$ cat src/rtl/ttt_board_ctrl.sv
// ttt_board_ctrl: tic-tac-toe game-state controller feeding and consuming winner_detector
module ttt_board_ctrl #(
    parameter logic [1:0] FIRST_PLAYER   = 2'd1,
    parameter int         TIMEOUT_CYCLES = 0,
    parameter int         TO_W           = 16
) (
    input  logic       clk,
    input  logic       rst_n,
    input  logic       new_game,
    input  logic       move_valid,
    input  logic [3:0] move_idx,
    input  logic       win_in,
    input  logic [1:0] who_in,
    output logic [1:0] pos1,
    output logic [1:0] pos2,
    output logic [1:0] pos3,
    output logic [1:0] pos4,
    output logic [1:0] pos5,
    output logic [1:0] pos6,
    output logic [1:0] pos7,
    output logic [1:0] pos8,
    output logic [1:0] pos9,
    output logic       move_ready,
    output logic [1:0] turn,
    output logic [3:0] move_count,
    output logic       illegal_move,
    output logic       timeout,
    output logic       game_over,
    output logic [1:0] winner,
    output logic       draw
);
    typedef enum logic [1:0] {PLAY, CHECK, DONE} state_t;
    state_t            state, state_nx;
    logic [8:0][1:0]   cells, cells_nx;
    logic [1:0]        turn_nx, winner_nx, other;
    logic [3:0]        count_nx;
    logic              ill_nx, to_nx, go_nx, draw_nx;
    logic [TO_W-1:0]   to_cnt, to_cnt_nx;
    logic              occupied, idx_ok, legal, to_hit;
    assign {pos9, pos8, pos7, pos6, pos5, pos4, pos3, pos2, pos1} = cells;
    assign move_ready = (state == PLAY);
    assign idx_ok     = (move_idx >= 4'd1) && (move_idx <= 4'd9);
    assign legal      = move_valid && idx_ok && !occupied;
    assign other      = (turn == 2'd1) ? 2'd2 : 2'd1;
    assign to_hit     = (TIMEOUT_CYCLES != 0) && (to_cnt == TO_W'(TIMEOUT_CYCLES - 1));
    always_comb begin
        occupied = 1'b0;
        for (int i = 0; i < 9; i++)
            occupied = occupied | ((move_idx == 4'(i + 1)) && (cells[i] != 2'd0));
    end
    always_comb begin
        state_nx  = state;
        cells_nx  = cells;
        turn_nx   = turn;
        count_nx  = move_count;
        ill_nx    = 1'b0;
        to_nx     = 1'b0;
        go_nx     = game_over;
        winner_nx = winner;
        draw_nx   = draw;
        to_cnt_nx = to_cnt;
        if (new_game) begin
            state_nx  = PLAY;
            cells_nx  = '0;
            turn_nx   = FIRST_PLAYER;
            count_nx  = 4'd0;
            go_nx     = 1'b0;
            winner_nx = 2'd0;
            draw_nx   = 1'b0;
            to_cnt_nx = '0;
        end else begin
            unique case (state)
                PLAY: begin
                    if (legal) begin
                        for (int i = 0; i < 9; i++)
                            if (move_idx == 4'(i + 1)) cells_nx[i] = turn;
                        count_nx  = (move_count == 4'd9) ? 4'd9 : move_count + 4'd1;
                        to_cnt_nx = '0;
                        state_nx  = CHECK;
                    end else begin
                        ill_nx = move_valid;
                        // a legal move in the same cycle always beats a forfeit
                        if (to_hit) begin
                            turn_nx   = other;
                            to_nx     = 1'b1;
                            to_cnt_nx = '0;
                        end else if (TIMEOUT_CYCLES != 0) begin
                            to_cnt_nx = to_cnt + TO_W'(1);
                        end
                    end
                end
                CHECK: begin
                    if (win_in) begin
                        winner_nx = who_in;
                        go_nx     = 1'b1;
                        state_nx  = DONE;
                    end else if (move_count == 4'd9) begin
                        draw_nx  = 1'b1;
                        go_nx    = 1'b1;
                        state_nx = DONE;
                    end else begin
                        turn_nx  = other;
                        state_nx = PLAY;
                    end
                end
                default: ;
            endcase
        end
    end
    always_ff @(posedge clk or negedge rst_n) begin
        if (!rst_n) begin
            state        <= PLAY;
            cells        <= '0;
            turn         <= FIRST_PLAYER;
            move_count   <= 4'd0;
            illegal_move <= 1'b0;
            timeout      <= 1'b0;
            game_over    <= 1'b0;
            winner       <= 2'd0;
            draw         <= 1'b0;
            to_cnt       <= '0;
        end else begin
            state        <= state_nx;
            cells        <= cells_nx;
            turn         <= turn_nx;
            move_count   <= count_nx;
            illegal_move <= ill_nx;
            timeout      <= to_nx;
            game_over    <= go_nx;
            winner       <= winner_nx;
            draw         <= draw_nx;
            to_cnt       <= to_cnt_nx;
        end
    end
endmodule

$ cat config.mk
export PLATFORM = sky130hd
export DESIGN_NAME = ttt_board_ctrl
export DESIGN_NICKNAME = d
export VERILOG_FILES = /design/src/rtl/ttt_board_ctrl.sv
export SDC_FILE = /design/constraint.sdc
export NUM_CORES = 1
export LEC_CHECK = 0
export BUFFER_PORTS_ARGS = -buffer_cell sky130_fd_sc_hd__buf_2
export CAP_MARGIN = 25
export CELL_PAD_IN_SITES_DETAIL_PLACEMENT = 0
export CELL_PAD_IN_SITES_GLOBAL_PLACEMENT = 1
export CORE_ASPECT_RATIO = 0.8
export CORE_UTILIZATION = 40
export CTS_CLUSTER_DIAMETER = 30
export DETAILED_ROUTE_END_ITERATION = 8
export PLACE_DENSITY_LB_ADDON = 0.1
export SLEW_MARGIN = 20
export SYNTH_ARGS = -nofsm -noshare
export SYNTH_HDL_FRONTEND = slang
export SYNTH_SLANG_ARGS = --single-unit
$ cat constraint.sdc
create_clock -name clk -period 2 [get_ports clk]
set_input_delay 0.2 -clock clk [delete_from_list [all_inputs] [get_ports clk]]
set_output_delay 0.2 -clock clk [all_outputs]
set_load 0.02 [all_outputs]
# Yosys cells after proc, flatten, opt, wreduce, memory -nomap -nowiden
# Index checks and enable logic that the tools add are counted.
# op_classes
n_lt_le_gt_ge	2
n_eq_ne	15
mux	39
reduce_logical	54
n_bitwise	8
add_sub_neg	1
# op_table
operator	count
18-bit two-way mux	3
2-bit nonzero test	23
2-bit two-way mux	21
3-bit AND reduction	11
4-bit by 3-bit equality test with 1-bit output, second input constant	4
4-bit two-way mux	4
4-bit equality test, second input constant	3
1-bit logical AND	12
1-bit two-way mux	10
4-bit by 2-bit equality test with 1-bit output, second input constant	2
1-bit OR	8
2-bit AND reduction	4
3-bit nonzero test	2
4-bit by 1-bit adder with 4-bit output, second input constant	1
2-bit by 1-bit equality test with 1-bit output, second input constant	2
4-bit by 1-bit equality test with 1-bit output, second input constant	1
4-bit by 1-bit greater-or-equal comparator with 1-bit output, second input constant	1
4-bit less-or-equal comparator, second input constant	1
2-bit != test, second input constant	2
2-bit case mux with 2 select lines	1
3-bit by 2-bit != test with 1-bit output, second input constant	1
2-bit logical NOT	1
1-bit logical NOT	1
# word_totals
output_inout_bits	31
input_bits	11
register_bits	31
wordCells	135

# Depth between registers and ports, before layout
# Gate-level depths: netlist of the first run.
# logic_depth
word_depth	15
ltp_mapped	7
mapped_depth_nobuf	6

# Worst setup path before layout of the first run
# No wires, ideal clock.
# synth_timing
kind	register to register
from	register cells, in the netlist pos7[1]
to	register move_count[1]
slack_ns	0.264
stages_incl_launch_ff	7
path_buffers	1
setup_time_ns	0.104
arrival_time_ns	1.633
required_ns	1.896
synth_period_minus_slack_ns	1.736
cell_sequence	dfrtp_1 > nor3b_1 > nor4bb_2 > a2111oi_4 > buf_6 > nand2_2 > o41ai_2
# synth_via
elab_chain_cells	9
# synth_rtl
element	line_no	rtl
start, declared	34	logic [8:0][1:0] cells, cells_nx;
start signal, assigned	124	cells <= cells_nx;
2-bit nonzero test	49	occupied = occupied | ((move_idx == 4'(i + 1)) && (cells[i] != 2'd0));
1-bit logical AND	49	
1-bit OR (3 in series)	49	
1-bit logical NOT	43	assign legal = move_valid && idx_ok && !occupied;
1-bit logical AND	43	
2-bit nonzero test (no source line)	--	
2-bit AND reduction (no source line)	--	
end signal, assigned	126	move_count <= count_nx;
end, declared	25	output logic [3:0] move_count,
# No other way between the ends.
# A chain may end at the register's enable or synchronous reset.

# Worst setup path after layout of the first run
# layout_timing
from	register cells, in the netlist pos2[1]
to	register move_count[1]
# layout_via
elab_chain_cells	14
# layout_rtl
element	line_no
2-bit nonzero test	49
1-bit logical AND	49
1-bit OR (8 in series)	49
1-bit logical NOT	43
1-bit logical AND	43
2-bit nonzero test (no source line)	--
2-bit AND reduction (no source line)	--
# No other way between the ends.

==> results.md, run 1 <==
* Maximum root-to-sink buffer count at 2
* Antenna cells at 0
* PD cells at 662 nW/um^2
* Initial Utilization at 0.430
* Largest fanout on the critical path at 8
* Worst-skew pair later-pin latency at 0.28 ns
* Number of global-route vias before repair at 1457
* Clk slew on worst S/H paths at 0.07 ns
* Die W at 74.7 um
* Proportion of layout cells with a drive suffix above 1 at 0.322
* Synth-to-layout area growth at 20.2%
* Wire length per cell at 14.7 um
* Overflow after GRT at 0
* Syn avg cell area at 9.89 sq um
* Startpoint Class: flip-flop
* Leading area contributor after synthesis: dfrtp_1
* Total of max-cap violations at 0
* Hold Path End: winner[0]
* Endpoints failing setup at 0
* Clk pwr share at 0.374
* Worst path arrival time at 2.01 ns
* DR DRC count at 0
* Root buffer cell: clkbuf_8
* Fraction of registers with async set/reset at 1.00
* Via Count at 1451
* Sequential share of power at 0.485
* Min-Delay Path Class: in2reg
* H-tree levels at 2
* Reg-to-Reg End: move_count[1]
* Worst-Margin Slew at 0.691 ns
* Pins over their slew limit at 0
* Die area at 4490 sq um
* Synth Flop Type: dfrtp_1
* Routed WL at 3940 um
* Setup Skew at 0.00722 ns
* Layout Nets at 226
* YS warnings at 0
* Number of flops mapped to enable cells by yosys at 0
* Largest net degree at the start of global routing at 34
* Worst EP required at 2.18 ns
* Fin crit period at 1.83 ns
* Total GRT Usage at 0.203
* Most area-consuming cells after synthesis: dfrtp_1, nor2_1, a21oi_1
* Setup_tns at 0 ns
* Total CTS buffers at 5
* Synth Cell Area at 1690 sq um
* Detailed Place HPWL at 2850 um
* Setup crit end kind: flip-flop
* IO Count at 42
* CTS tree: built
* # rows at 20
* CORE AREA at 3930 sq um
* Die Ht at 60.1 um
* Fmax at 0.547 GHz
* Antenna Violating Nets Remaining at 0
* RePlAce Congestion at 0.740
* Status: finished clean
* Seq/Total Area, Yosys at 0.460
* Sw power at 0.362 mW
* Post-synthesis cell type count at 46
* Comb pwr share at 0.140
* Sinks on Clock Net at 31
* Via density per instance at 5.39
* Fin Hold WS at 0.173 ns
* Mapped Cells at 171
* Switching Fraction at 0.269
* Slew margin rel. at 0.539
* Post-route clock period utilization at 0.914
* Count of input and output buffers at 40
* Maximum vdd drop at 382 uV
* Top cell type's share of synthesized area at 0.444
* R2r setup slk at 0.17 ns
* Detailed Routing Iterations Pass 1 at 4
* Internal power at 0.982 mW
* RR Startpoint: pos2[1]
* #FFs+latches synth at 31
* Crit Path Class: reg2reg
* Worst Hold Launch: who_in[0]
* Hold Path Cell Cnt at 3
* Hold Vio Cnt, Final at 0
* Syn_nets at 184
* Initial antenna violation count at 0
* Leak at 0.946 nW
* First-pass GRT wire length at 6760 um
* DR iter-0 viols at 47
* Unrepaired setup endpoints after global routing: false
* R2R cell count at 5
==> cell usage after synthesis, drive strengths merged, types with 2 or more instances <==
cell and instances:
dfrtp 30, nor2 30, a21oi 16, a31oi 11
inv 8, nand2 8, nor3 8, buf 5
clkbuf 5, o21ai 4, o22ai 4, nand3 3
nor2b 3, nor3b 3, a2111oi 2, a31o 2
a41oi 2, and3 2, ha 2, nand4 2
nor4 2, nor4bb 2, o41ai 2, or2b 2
==> power by group through the flow <==
| stage | registers [mW] | logic, mW | clock network (mW) |
|---|---|---|---|
| 3_5_place_dp | 0.664 | 0.187 | 0 |
| 5_1_grt | 0.655 | 0.209 | 0.540 |
| 3_3_place_gp | 0.663 | 0.184 | 0 |
| 6_report | 0.652 | 0.189 | 0.503 |
| 4_1_cts | 0.653 | 0.190 | 0.520 |
| 2_1_floorplan | 0.676 | 0.114 | 0 |
==> per-stage QoR <==
stage / cells / worst slack (ns) / util / area, sq um / total power [mW]
floorplan: 171 / 0.264 / - / 1690 / 0.790
global placement: 260 / 0.131 / 0.490 / 1920 / 0.847
detailed placement: 260 / 0.0337 / 0.490 / 1920 / 0.851
CTS: 269 / 0.0659 / 0.516 / 2030 / 1.36
global route: 269 / 0.0367 / 0.517 / 2030 / 1.40
finish: 269 / 0.171 / 0.517 / 2030 / 1.34
==> cell usage in the layout, fill, tap and decap left out, types with 3 or more instances in the layout <==
cell type  count
a21oi_1       16
a31oi_1       11
buf_2         40
buf_4          4
clkbuf_8       6
dfrtp_1       30
inv_1          8
nand2_1        7
nand3_1        3
nor2_1        30
nor2b_1        3
nor3_1         7
o21ai_0        4
==> metal layers <==
metal	up-vias	global-route usage	part of all wire	routed length, um
li1	694	-	-	-
met1	716	0.254	0.45	1790
met2	36	0.340	0.49	1950
met3	5	0.0472	0.041	161
met4	0	0.0782	0.010	40
met5	-	0	0	0
==> how the worst max path moves through the flow <==
| stage | start | to | slack, ns |
|---|---|---|---|
| 2_1_floorplan | pos7[1] | move_count[1] | 0.26 |
| 3_3_place_gp | move_idx[3] | move_count[1] | 0.13 |
| 3_5_place_dp | move_idx[3] | pos8[1] | 0.03 |
| 4_1_cts | pos8[1] | pos8[1] | 0.07 |
| 5_1_grt | pos9[1] | move_count[1] | 0.04 |
| 6_report | pos2[1] | move_count[1] | 0.17 |
==> final cells by class <==
| cell class | instances | area (sq um) |
|---|---|---|
| flip-flops and latches | 31 | 777 |
| well taps | 55 | 68.8 |
| multi-input cells | 122 | 825 |
| repair buffers | 45 | 240 |
| fillers | 408 | 1900 |
| clock inverters | 1 | 5.00 |
| inverters | 8 | 30.0 |
| clock buffers | 7 | 86.3 |
==> kinds of logic after synthesis <==
logic type / Yosys count / synth area share
other: 1 / 0.00222
buffers and inverters: 18 / 0.0562
AOI/OAI and AO/OA: 49 / 0.235
and+or+nand+nor: 70 / 0.232
adders and majority gates: 2 / 0.0148
DFF: 31 / 0.460
==> worst max-delay path, stage by stage (launching register included) <==
cell and delay (ns):
dfrtp_1 0.39, nor2_1 0.25, o22ai_4 0.13, a2111oi_4 0.55, nand2_2 0.13, o41ai_2 0.27
==> what timing repair did <==
action	in CTS	in global routing
buffers inserted	0	0
setup endpoints to repair	0	12
resized for setup	0	1
endpoints found under the hold margin	23	0
hold buffers	1	0
==> sequential cells by signal, indices dropped and copies added (netlist names) <==
name	flops
draw	1
game_over	1
illegal_move	1
move_count	4
pos1	2
pos2	2
pos3	2
pos4	2
pos5	2
pos6	2
pos7	2
pos8	2
pos9	2
state	2
turn	2
winner	2
(Power assumes the default switching activity.)
==> run 2: changes to the inputs <==
--- a/config.mk
+++ b/config.mk
@@ -7,13 +7,11 @@
 export LEC_CHECK = 0
 export BUFFER_PORTS_ARGS = -buffer_cell sky130_fd_sc_hd__buf_2
 export CAP_MARGIN = 25
-export CELL_PAD_IN_SITES_DETAIL_PLACEMENT = 0
-export CELL_PAD_IN_SITES_GLOBAL_PLACEMENT = 1
 export CORE_ASPECT_RATIO = 0.8
-export CORE_UTILIZATION = 40
+export CORE_UTILIZATION = 52
 export CTS_CLUSTER_DIAMETER = 30
 export DETAILED_ROUTE_END_ITERATION = 8
-export PLACE_DENSITY_LB_ADDON = 0.1
+export PLACE_DENSITY = 0.78
 export SLEW_MARGIN = 20
 export SYNTH_ARGS = -nofsm -noshare
 export SYNTH_HDL_FRONTEND = slang
==> run 2 against run 1 <==
The flow now finishes with violations (design-rule violations). First-iteration DRC count is 74% higher. Combinational power is essentially flat. Register-to-register slack improved by 0.02 ns. Utilization is 14 points higher. Hold slack gained 0.014 ns. Setup slack gained 0.017 ns. Sequential cell count is the same. Clock skew is 0.0028 ns lower. Critical path type unchanged. Largest cell class unchanged. Largest power group unchanged.
==> results.md, run 2 (synthesis results as in run 1) <==
* Status: complete, but fails checks
* Failing checks: design-rule violations
* Maximum root-to-sink buffer count at 2
* PD cells at 678 nW/um^2
* Total CTS buffers at 5
* Setup Skew at 0.00440 ns
* Hold Vio Cnt, Final at 0
* Total GRT Usage at 0.235
* RePlAce Congestion at 0.864
* Via Count at 1424
* Die Ht at 53.0 um
* Most common cell after layout, fill and taps aside: buf_2
* R2r setup slk at 0.19 ns
* First-pass GRT wire length at 5880 um
* Setup crit end kind: flip-flop
* Largest net degree at the start of global routing at 34
* Switching Fraction at 0.258
* Worst-Margin Slew at 0.654 ns
* Leak at 0.953 nW
* Post-route clock period utilization at 0.906
* Top reg by flops: move_count
* CORE AREA at 3090 sq um
* Sinks on Clock Net at 31
* Root buffer cell: clkbuf_8
* Layout Nets at 227
* Wire length per cell at 14.6 um
* Comb pwr share at 0.139
* Hold Path End: winner[0]
* Non-filler cells, final at 255
* Worst EP required at 2.18 ns
* Die W at 65.7 um
* Total of max-cap violations at 0
* Synth-to-layout area growth at 20.1%
* Final Util at 0.658
* Unrepaired setup endpoints after global routing: false
* Layout filler cell count at 254
* # rows at 18
* Sw power at 0.355 mW
* Worst-skew pair later-pin latency at 0.28 ns
* Internal power at 1.02 mW
* Pins over their slew limit at 0
* DR DRC count at 1
* Crit Path Class: reg2reg
* Detailed Place HPWL at 2720 um
* Dpl cells at 245
* RR Startpoint: pos5[1]
* Proportion of layout cells with a drive suffix above 1 at 0.326
* Largest register FFs at 4
* Worst path arrival time at 1.99 ns
* Most frequent cells in the layout: buf_2, nor2_1, dfrtp_1
* Fin crit period at 1.81 ns
* Setup_tns at 0 ns
* Min-Delay Path Class: in2reg
* Startpoint Class: flip-flop
* Initial antenna violation count at 0
* Antenna cells at 0
* Number of global-route vias before repair at 1258
* Worst Hold Launch: who_in[0]
* Sequential share of power at 0.475
* Clk slew on worst S/H paths at 0.06 ns
* Initial Utilization at 0.548
* Maximum vdd drop at 475 uV
* Largest fanout on the critical path at 11
* Hold Path Cell Cnt at 3
* Overflow after GRT at 0
* Routed WL at 3730 um
* H-tree levels at 2
* CTS tree: built
* Die area at 3480 sq um
* Antenna Violating Nets Remaining at 0
* Count of input and output buffers at 40
* Detailed Routing Iterations Pass 1 at 6
* Fmax at 0.552 GHz
* Slew margin rel. at 0.564
* DR iter-0 viols at 82
* Endpoints failing setup at 0
* Clk pwr share at 0.387
* Reg-to-Reg End: move_count[0]
* IO Count at 42
* Via density per instance at 5.58
* R2R cell count at 6
run 2: cell type report:
| type | instances | area, sq um | share of cell area |
|---|---|---|---|
| multi-input cells | 122 | 825 | 0.406 |
| repair buffers | 46 | 248 | 0.122 |
| flip-flops and latches | 31 | 777 | 0.383 |
| inverters | 8 | 30.0 | 0.0148 |
| well taps | 40 | 50.0 | 0.0247 |
| clock buffers | 8 | 100 | 0.0493 |
run 2: power by group through the flow:
stage | clock (mW) | combinational (mW) | sequential (mW)
after global placement | 0 | 0.179 | 0.663
after CTS | 0.543 | 0.186 | 0.653
final | 0.532 | 0.191 | 0.653
after global routing | 0.569 | 0.208 | 0.654
after detailed placement | 0 | 0.183 | 0.664
after floorplan | 0 | 0.114 | 0.676
run 2: routing by layer:
metal / global-route usage / wire (um) / share of wire
met1: 0.328 / 1780 / 0.48
met2: 0.340 / 1670 / 0.45
met3: 0.0733 / 233 / 0.062
met4: 0.0870 / 44 / 0.012
met5: 0 / 0 / 0
run 2: worst max path at each step:
stage	end	from
detailed placement	pos8[1]	move_idx[3]
global placement	move_count[1]	move_idx[3]
floorplan	move_count[1]	pos7[1]
CTS	pos8[1]	pos8[1]
global route	move_count[0]	pos5[1]
finish	move_count[0]	pos5[1]
run 2: timing repair:
action / CTS / global route
setup buffers: 0 / 1
gates resized for setup: 0 / 1
setup endpoints to repair: 0 / 4
hold buffers: 1 / 0
endpoints found under the hold margin: 30 / 0
run 2: critical path, cell delays in order (launching register included):
cell	delay, ns
dfrtp_1	0.39
nor3_1	0.25
nor4bb_2	0.13
a2111oi_4	0.33
buf_4	0.23
a21oi_1	0.09
a311oi_1	0.28
run 2: through the flow:
stage	hold WS (ns)	setup slack (ns)	total power, mW	instance area, sq um
after detailed placement	0.274	0.109	0.847	1910
after global placement	0.257	0.163	0.842	1910
after CTS	0.180	0.121	1.38	2020
after floorplan	-0.0956	0.264	0.790	1690
final	0.187	0.188	1.38	2030
after global routing	0.185	0.0463	1.43	2030
